`config.mk`:
```
export PLATFORM = sky130hd
export DESIGN_NAME = mux_scan
export DESIGN_NICKNAME = d
export VERILOG_FILES = /design/src/rtl/mux_scan_pkg.sv /design/src/rtl/mux_scan_timer.sv /design/src/rtl/mux_scan.sv
export SDC_FILE = /design/constraint.sdc
export NUM_CORES = 1
export LEC_CHECK = 0
export BUFFER_PORTS_ARGS = -buffer_cell sky130_fd_sc_hd__buf_4
export CAP_MARGIN = 20
export CORE_AREA = 3 3 40 42
export CTS_CLUSTER_DIAMETER = 50
export DETAILED_ROUTE_END_ITERATION = 10
export DIE_AREA = 0 0 43 45
export PLACE_DENSITY = 0.8
export SLEW_MARGIN = 25
export SYNTH_ARGS = -nofsm -noshare
export SYNTH_HDL_FRONTEND = slang
export SYNTH_HIERARCHICAL = 1
export SYNTH_SLANG_ARGS = --single-unit
```
`constraint.sdc`:
```
create_clock -name clk -period 3.3 [get_ports clk]
set_input_delay 0.33 -clock clk [delete_from_list [all_inputs] [get_ports clk]]
set_output_delay 0.33 -clock clk [all_outputs]
set_load 0.005 [all_outputs]
```
`src/rtl/mux_scan_pkg.sv`:
```
// Shared types and helpers for the mux_scan channel selector.
package mux_scan_pkg;

  typedef enum logic {
    MODE_MANUAL = 1'b0,
    MODE_SCAN   = 1'b1
  } mode_e;

  localparam int DWELL_DEFAULT = 4;

  function automatic int sel_width(input int ch);
    return (ch > 1) ? $clog2(ch) : 1;
  endfunction

endpackage

```
`src/rtl/mux_scan_timer.sv`:
```
// Scan pointer and dwell counter; pulses wrap when the pointer rolls from CH-1 to 0.
module mux_scan_timer
  import mux_scan_pkg::*;
#(
  parameter int CH    = 4,
  parameter int DWELL = DWELL_DEFAULT,
  localparam int SELW = sel_width(CH),
  localparam int DW   = $clog2(DWELL + 1)
) (
  input  logic            clk,
  input  logic            rst,
  input  logic            run,
  input  logic            hold,
  input  logic            load,
  input  logic [SELW-1:0] load_val,
  output logic [SELW-1:0] ptr,
  output logic            wrap
);

  localparam logic [DW-1:0]   DWELL_LAST = DW'(DWELL - 1);
  localparam logic [SELW-1:0] PTR_LAST   = SELW'(CH - 1);

  logic [DW-1:0] dwell_cnt;

  always_ff @(posedge clk) begin
    if (rst) begin
      ptr       <= '0;
      dwell_cnt <= '0;
      wrap      <= 1'b0;
    end else if (load) begin
      ptr       <= load_val;
      dwell_cnt <= '0;
      wrap      <= 1'b0;
    end else if (run && !hold) begin
      if (dwell_cnt == DWELL_LAST) begin
        dwell_cnt <= '0;
        ptr       <= (ptr == PTR_LAST) ? '0 : ptr + SELW'(1);
        wrap      <= (ptr == PTR_LAST);
      end else begin
        dwell_cnt <= dwell_cnt + DW'(1);
        wrap      <= 1'b0;
      end
    end else begin
      // Leaving scan clears the dwell count but keeps the pointer.
      if (!run) dwell_cnt <= '0;
      wrap <= 1'b0;
    end
  end

endmodule

```
`src/rtl/mux_scan.sv`:
```
// N-channel selector with manual and scanning modes and registered output.
// Define MUX_SCAN_ONEHOT_EN to add the one-hot digit-enable output dout_oh.
module mux_scan
  import mux_scan_pkg::*;
#(
  parameter int CH    = 4,
  parameter int W     = 2,
  parameter int DWELL = DWELL_DEFAULT,
  localparam int SELW = sel_width(CH)
) (
  input  logic            clk,
  input  logic            rst,
  input  logic            mode,
  input  logic [SELW-1:0] sel,
  input  logic            hold,
  input  logic [CH*W-1:0] din,
  output logic [W-1:0]    dout,
  output logic [SELW-1:0] dout_ch,
  output logic            dout_vld,
  output logic            wrap
`ifdef MUX_SCAN_ONEHOT_EN
  ,
  output logic [CH-1:0]   dout_oh
`endif
);

  mode_e           state;
  mode_e           mode_in;
  logic [W-1:0]    ch_data [CH];
  logic            sel_ok;
  logic            scan_path;
  logic            load;
  logic [SELW-1:0] ptr;
  logic [SELW-1:0] next_ch;
  logic            next_ok;
  logic [W-1:0]    next_data;

  assign mode_in = mode_e'(mode);

  always_comb begin
    for (int k = 0; k < CH; k++) ch_data[k] = din[k*W +: W];
  end

  // A request for manual mode takes over the output on the same edge.
  assign sel_ok    = (int'(sel) < CH);
  assign scan_path = (state == MODE_SCAN) && (mode_in == MODE_SCAN);
  assign load      = (state == MODE_MANUAL) && (mode_in == MODE_SCAN);
  assign next_ch   = scan_path ? ptr : sel;
  assign next_ok   = scan_path ? 1'b1 : sel_ok;
  assign next_data = next_ok ? ch_data[next_ch] : '0;

  mux_scan_timer #(
    .CH    (CH),
    .DWELL (DWELL)
  ) u_timer (
    .clk      (clk),
    .rst      (rst),
    .run      (scan_path),
    .hold     (hold),
    .load     (load),
    .load_val (sel_ok ? sel : '0),
    .ptr      (ptr),
    .wrap     (wrap)
  );

  always_ff @(posedge clk) begin
    if (rst) begin
      state    <= MODE_MANUAL;
      dout     <= '0;
      dout_ch  <= '0;
      dout_vld <= 1'b0;
    end else begin
      state    <= mode_in;
      dout     <= next_data;
      dout_ch  <= next_ch;
      dout_vld <= (mode_in == state);
    end
  end

`ifdef MUX_SCAN_ONEHOT_EN
  always_ff @(posedge clk) begin
    if (rst) dout_oh <= '0;
    else     dout_oh <= next_ok ? (CH'(1) << next_ch) : '0;
  end
`endif

endmodule
```
==> After elaboration in Yosys (flattened, before gate mapping) <==
Cells that the tools add are included.
{ "op_classes": {"add_sub_neg": 2, "order_cmp": 1, "n_eq_ne": 4, "mux": 11, "bitwise": 4, "n_reduce_logical": 9} }
{ "op_table": {"columns": ["operator", "count"], "rows": [
  ["$mux W2", 7],
  ["$mux W3", 3],
  ["$bmux W2 S2", 1],
  ["$reduce_bool A2 Y1", 2],
  ["$reduce_or A4 Y1", 1],
  ["$add A3 B1 Y3 const B", 1],
  ["$eq A3 B2 Y1 const B", 1],
  ["$ge A3 B3 Y1 const B", 1],
  ["$logic_and A1 B1 Y1", 3],
  ["$not A1 Y1", 3],
  ["$not A2 Y3", 1],
  ["$add A2 B1 Y2 const B", 1],
  ["$eq A2 B2 Y1 const B", 1],
  ["$ne A2 B1 Y1 const B", 1],
  ["$reduce_and A2 Y1", 1],
  ["$reduce_or A2 Y1", 1],
  ["$eq A1 B1 Y1", 1],
  ["$logic_not A1 Y1", 1]
]} }
{ "totals": {"register_bits": 12, "in_bits": 14, "out_inout_bits": 6, "word_cells": 38} }

==> Depth between registers and ports, before layout <==
{ "logic_depth": {"word_depth": 6, "depth_mapped": 6, "ltp_nobuf": 5} }

==> By module <==
The synthesis kept the hierarchy.
{ "by_module_without_submodules": {"columns": ["mod", "instances", "cells_per_inst", "area_per_inst_um2", "seq_area_each_um2"], "rows": [
  ["mux_scan", 1, 38, 319.1, 120.1],
  ["mux_scan_timer", 1, 33, 285.3, 120.1]
]} }

==> Least setup slack after synthesis <==
OpenSTA, ideal clock, no wires.
{ "synth_path": {"path_type": "in2reg", "from": "in mode", "to": "reg dout[1]", "setup_ns": 0.091, "arrival_time_ns": 1.217, "t_required_ns": 3.209, "path_slack_ns": 1.992, "cell_stages": 5, "n_path_buf": 0, "path_cell_list": "ha_1 nand2b_4 o22ai_2 o21ai_1 a311oi_1"} }
{ "synth_between": {"elab_chain_len": 6} }
{ "synth_lines": {"columns": ["item", "line_no", "rtl"], "rows": [
  ["from (decl)", "mux_scan.sv:13", "input logic mode,"],
  ["$logic_and A1 B1 Y1", "mux_scan.sv:46", "assign scan_path = (state == MODE_SCAN) && (mode_in == MODE_SCAN);"],
  ["$mux W2", "mux_scan.sv:48", "assign next_ch = scan_path ? ptr : sel;"],
  ["$not A2 Y3 (implied by the code)", "mux_scan.sv:50", "assign next_data = next_ok ? ch_data[next_ch] : '0;"],
  ["$bmux W2 S2", "mux_scan.sv:50", null],
  ["$mux W2 (implied by the code) (2 in series)", "mux_scan.sv:50", null],
  ["to (signal assigned)", "mux_scan.sv:74", "dout <= next_data;"],
  ["to (decl)", "mux_scan.sv:17", "output logic [W-1:0] dout,"]
]} }
No other way between the ends. The select of a mux whose other input is x is not followed.
A chain may end at the register's enable or synchronous reset.

==> Worst setup path after layout <==
{ "layout_path": {"from": "reg state", "to": "reg u_timer.ptr[1]"} }
{ "layout_between": {"elab_chain_len": 4, "elab_cells_between_ends": 8, "classes_between": "1 x mux; 1 x bitwise; 6 x reduce/logical"} }
{ "layout_lines": {"columns": ["item", "line_no", "rtl"], "rows": [
  ["from (decl)", "mux_scan.sv:27", "mode_e state;"],
  ["from (signal assigned)", "mux_scan.sv:73", "state <= mode_in;"],
  ["$logic_and A1 B1 Y1", "mux_scan.sv:46", null],
  ["via scan_path", "mux_scan.sv:31", "logic scan_path;"],
  ["$logic_and A1 B1 Y1", "mux_scan_timer.sv:34", "end else if (run && !hold) begin"],
  ["$reduce_bool A2 Y1 (no line)", null, null],
  ["$reduce_and A2 Y1 (no line)", null, null],
  ["to (signal assigned)", "mux_scan_timer.sv:31", "ptr <= load_val;"],
  ["to (signal assigned)", "mux_scan_timer.sv:37", "ptr <= (ptr == PTR_LAST) ? '0 : ptr + SELW'(1);"],
  ["to (decl)", "mux_scan_timer.sv:16", "output logic [SELW-1:0] ptr,"]
]} }
The timed path passes the listed nets, and every way through them passes these cells.

==> impl_metrics.ini <==
[outcome]
outcome = complete, no violations

[floorplanning]
die_y_um = 45
io-pin-count = 20
fp.dieW_um = 43
fp.dieArea_mm2 = 0.00194
core-area_mm2 = 0.00128
start_util = 0.470
rows = 13

[route]
drtIter0Drc = 13
dr.pass1.iters = 4
vias_per_cell = 5.11
drc_errors = 0
wl_per_cell_um = 11.5
ant_nets = 0
wirelength_mm = 1.24
num_vias = 552

[grt]
antenna_found_initial = 0
grt_pass1_wl_mm = 2.06
gr-total-overflow = 0
grtUsageTotal = 0.140
grt_pass1_vias = 514
grt_max_degree = 10

[critical_path]
crit_type = flop to flop
cp_num_cells = 4
slowest_stage = nor4bb_2
r2r_setup_slack_ns = 1.79
path_cells = ha_1 -> nor4bb_2 -> nor3_1 -> a211oi_1
end_kind = flop
path_buf_inv = 0
crit_required_ns = 3.47
rr_worst_depth = 4
critPathMaxFanout = 9
cpLargestDelayFamily = simple AND/OR/NAND/NOR gates
cp_data_arrival_time_ns = 1.69
cpPeakStageDelay_ns = 0.45
critPathLaunchType = flop

[synthesis]
ys_types = 22
synth_nets = 89
postSynthCellCount = 71
yosysWarningCount = 6
synth.largest_area_cell = dfxtp_1
synth.avg_cell_area_um2 = 8.51
ys_ff_latch = 12
synth_edf_count = 0
ys_dominant_reg_cell = dfxtp_1
synth_area_um2 = 604
yosysSeqAreaShare = 0.398
async_flop_share = 0
synth_area_leaders = dfxtp_1 40%, ha_1 8.3%, nor2_1 5.6%
yosysTopAreaCellShare = 0.398

[cts]
numCtsBuffers = 3
cts_tree = yes
clock-root-buffer = clkbuf_4
cts_hold_buffers = 0
postCtsSetupBuffers = 0
clkSlewWorstSetupHoldPaths_ns = 0.08
h-tree-depth = 1
cts.path.max_buffers = 2
clk_latency_ns = 0.26
cts_resized = 0
cts.sinks = 12

[pwr]
p_switching_mw = 0.0773
p_per_area_mw_per_mm2 = 410
combPwrFrac = 0.171
switching_share = 0.236
ir_drop_mv = 0.163
clock_power_share = 0.348
internal-power_mw = 0.250
p_seq_frac = 0.481
p_leak_nw = 0.339

[sta]
slew_headroom = 0.760
max_slew.worst_pin.slew_ns = 0.355
drv_slew = 0
max_freq_ghz = 0.660
hold_slack_ns = 0.278
skew_ns = 0.00153
tns_ns = 0
rsz0062_at_grt = false
hold_viol = 0
min_period_ns = 1.51
setup_viol = 0
fin_crit_sh = 0.459

[final_layout]
postLayoutCoreUtil = 0.621
layout_common_cells = 19 x buf_4, 12 x dfxtp_1, 9 x nor2_1
fin_nets = 112
syn_to_final_growth_pct = 32.1
drive_gt1_frac = 0.290
insertedDiodeCount = 0
final_common_cell = buf_4

[job]
drv_cap = 0

[worst_hold_path]
min_path_cells = 2
hold_path_class = input pin to flop

[placed_design]
io_buffers = 19
hpwl_um = 946
gp_congestion = 0.723
[power by group through the flow]
stage	logic [mW]	registers, mW	clock network, mW
finish	0.0559	0.157	0.114
global route	0.0629	0.158	0.126
CTS	0.0560	0.157	0.118
detailed placement	0.0556	0.161	0
global placement	0.0549	0.161	0
floorplan	0.0279	0.160	0
[flip-flops by register name, indices dropped and copies added (netlist names)]
register / count
dout: 2
state: 1
u_timer/dwell_cnt: 3
dout_ch: 2
u_timer/wrap: 1
u_timer/ptr: 2
dout_vld: 1
[area by class of cell]
class | count | area, um2
fillers | 133 | 487
inverters | 5 | 18.8
clock buffers | 4 | 36.3
flip-flops and latches | 12 | 240
well taps | 15 | 18.8
multi-input cells | 53 | 342
repair buffers | 19 | 143
[worst paths after layout]
path / from / endpoint
worst min-delay path: hold / u_timer/wrap$_SDFF_PP0_
worst min register to register: u_timer/dwell_cnt[1]$_SDFFE_PP0P_ / u_timer/dwell_cnt[1]$_SDFFE_PP0P_
worst max-delay path: state$_SDFF_PP0_ / u_timer/ptr[1]$_SDFFE_PP0P_
worst max register to register: state$_SDFF_PP0_ / u_timer/ptr[1]$_SDFFE_PP0P_
[stage by stage]
stage | instances | area, um2 | worst slack (ns) | power, mW
CTS | 108 | 798 | 1.79 | 0.331
global placement | 104 | 762 | 1.80 | 0.215
detailed placement | 104 | 762 | 1.75 | 0.216
floorplan | 71 | 604 | 1.99 | 0.188
global route | 108 | 798 | 1.69 | 0.347
finish | 108 | 798 | 1.79 | 0.327
[routing by layer]
metal	GRT usage	wire (um)
met2	0.225	560
met3	0.0239	87
met1	0.183	575
met4	0.0723	16
met5	0	0
[cell usage after synthesis, types with 2 or more instances]
master	count
a211oi_1	2
a21oi_1	4
a311oi_1	2
dfxtp_1	12
ha_1	4
inv_1	5
nand2_1	6
nor2_1	9
nor2b_1	3
nor3_1	5
o21ai_0	6
o21ai_1	2
o22ai_2	2
[cells by family (layout without fill, tap and decap cells)]
group           after synthesis  after routing  share of synthesized area
fa+ha+maj                     4              4                     0.0828
buf+inv                       6             28                     0.0373
flops                        12             12                      0.398
compound gates               19             19                      0.207
simple gates                 29             29                      0.259
mux                           1              1                     0.0166
(Power assumes the default switching activity.)
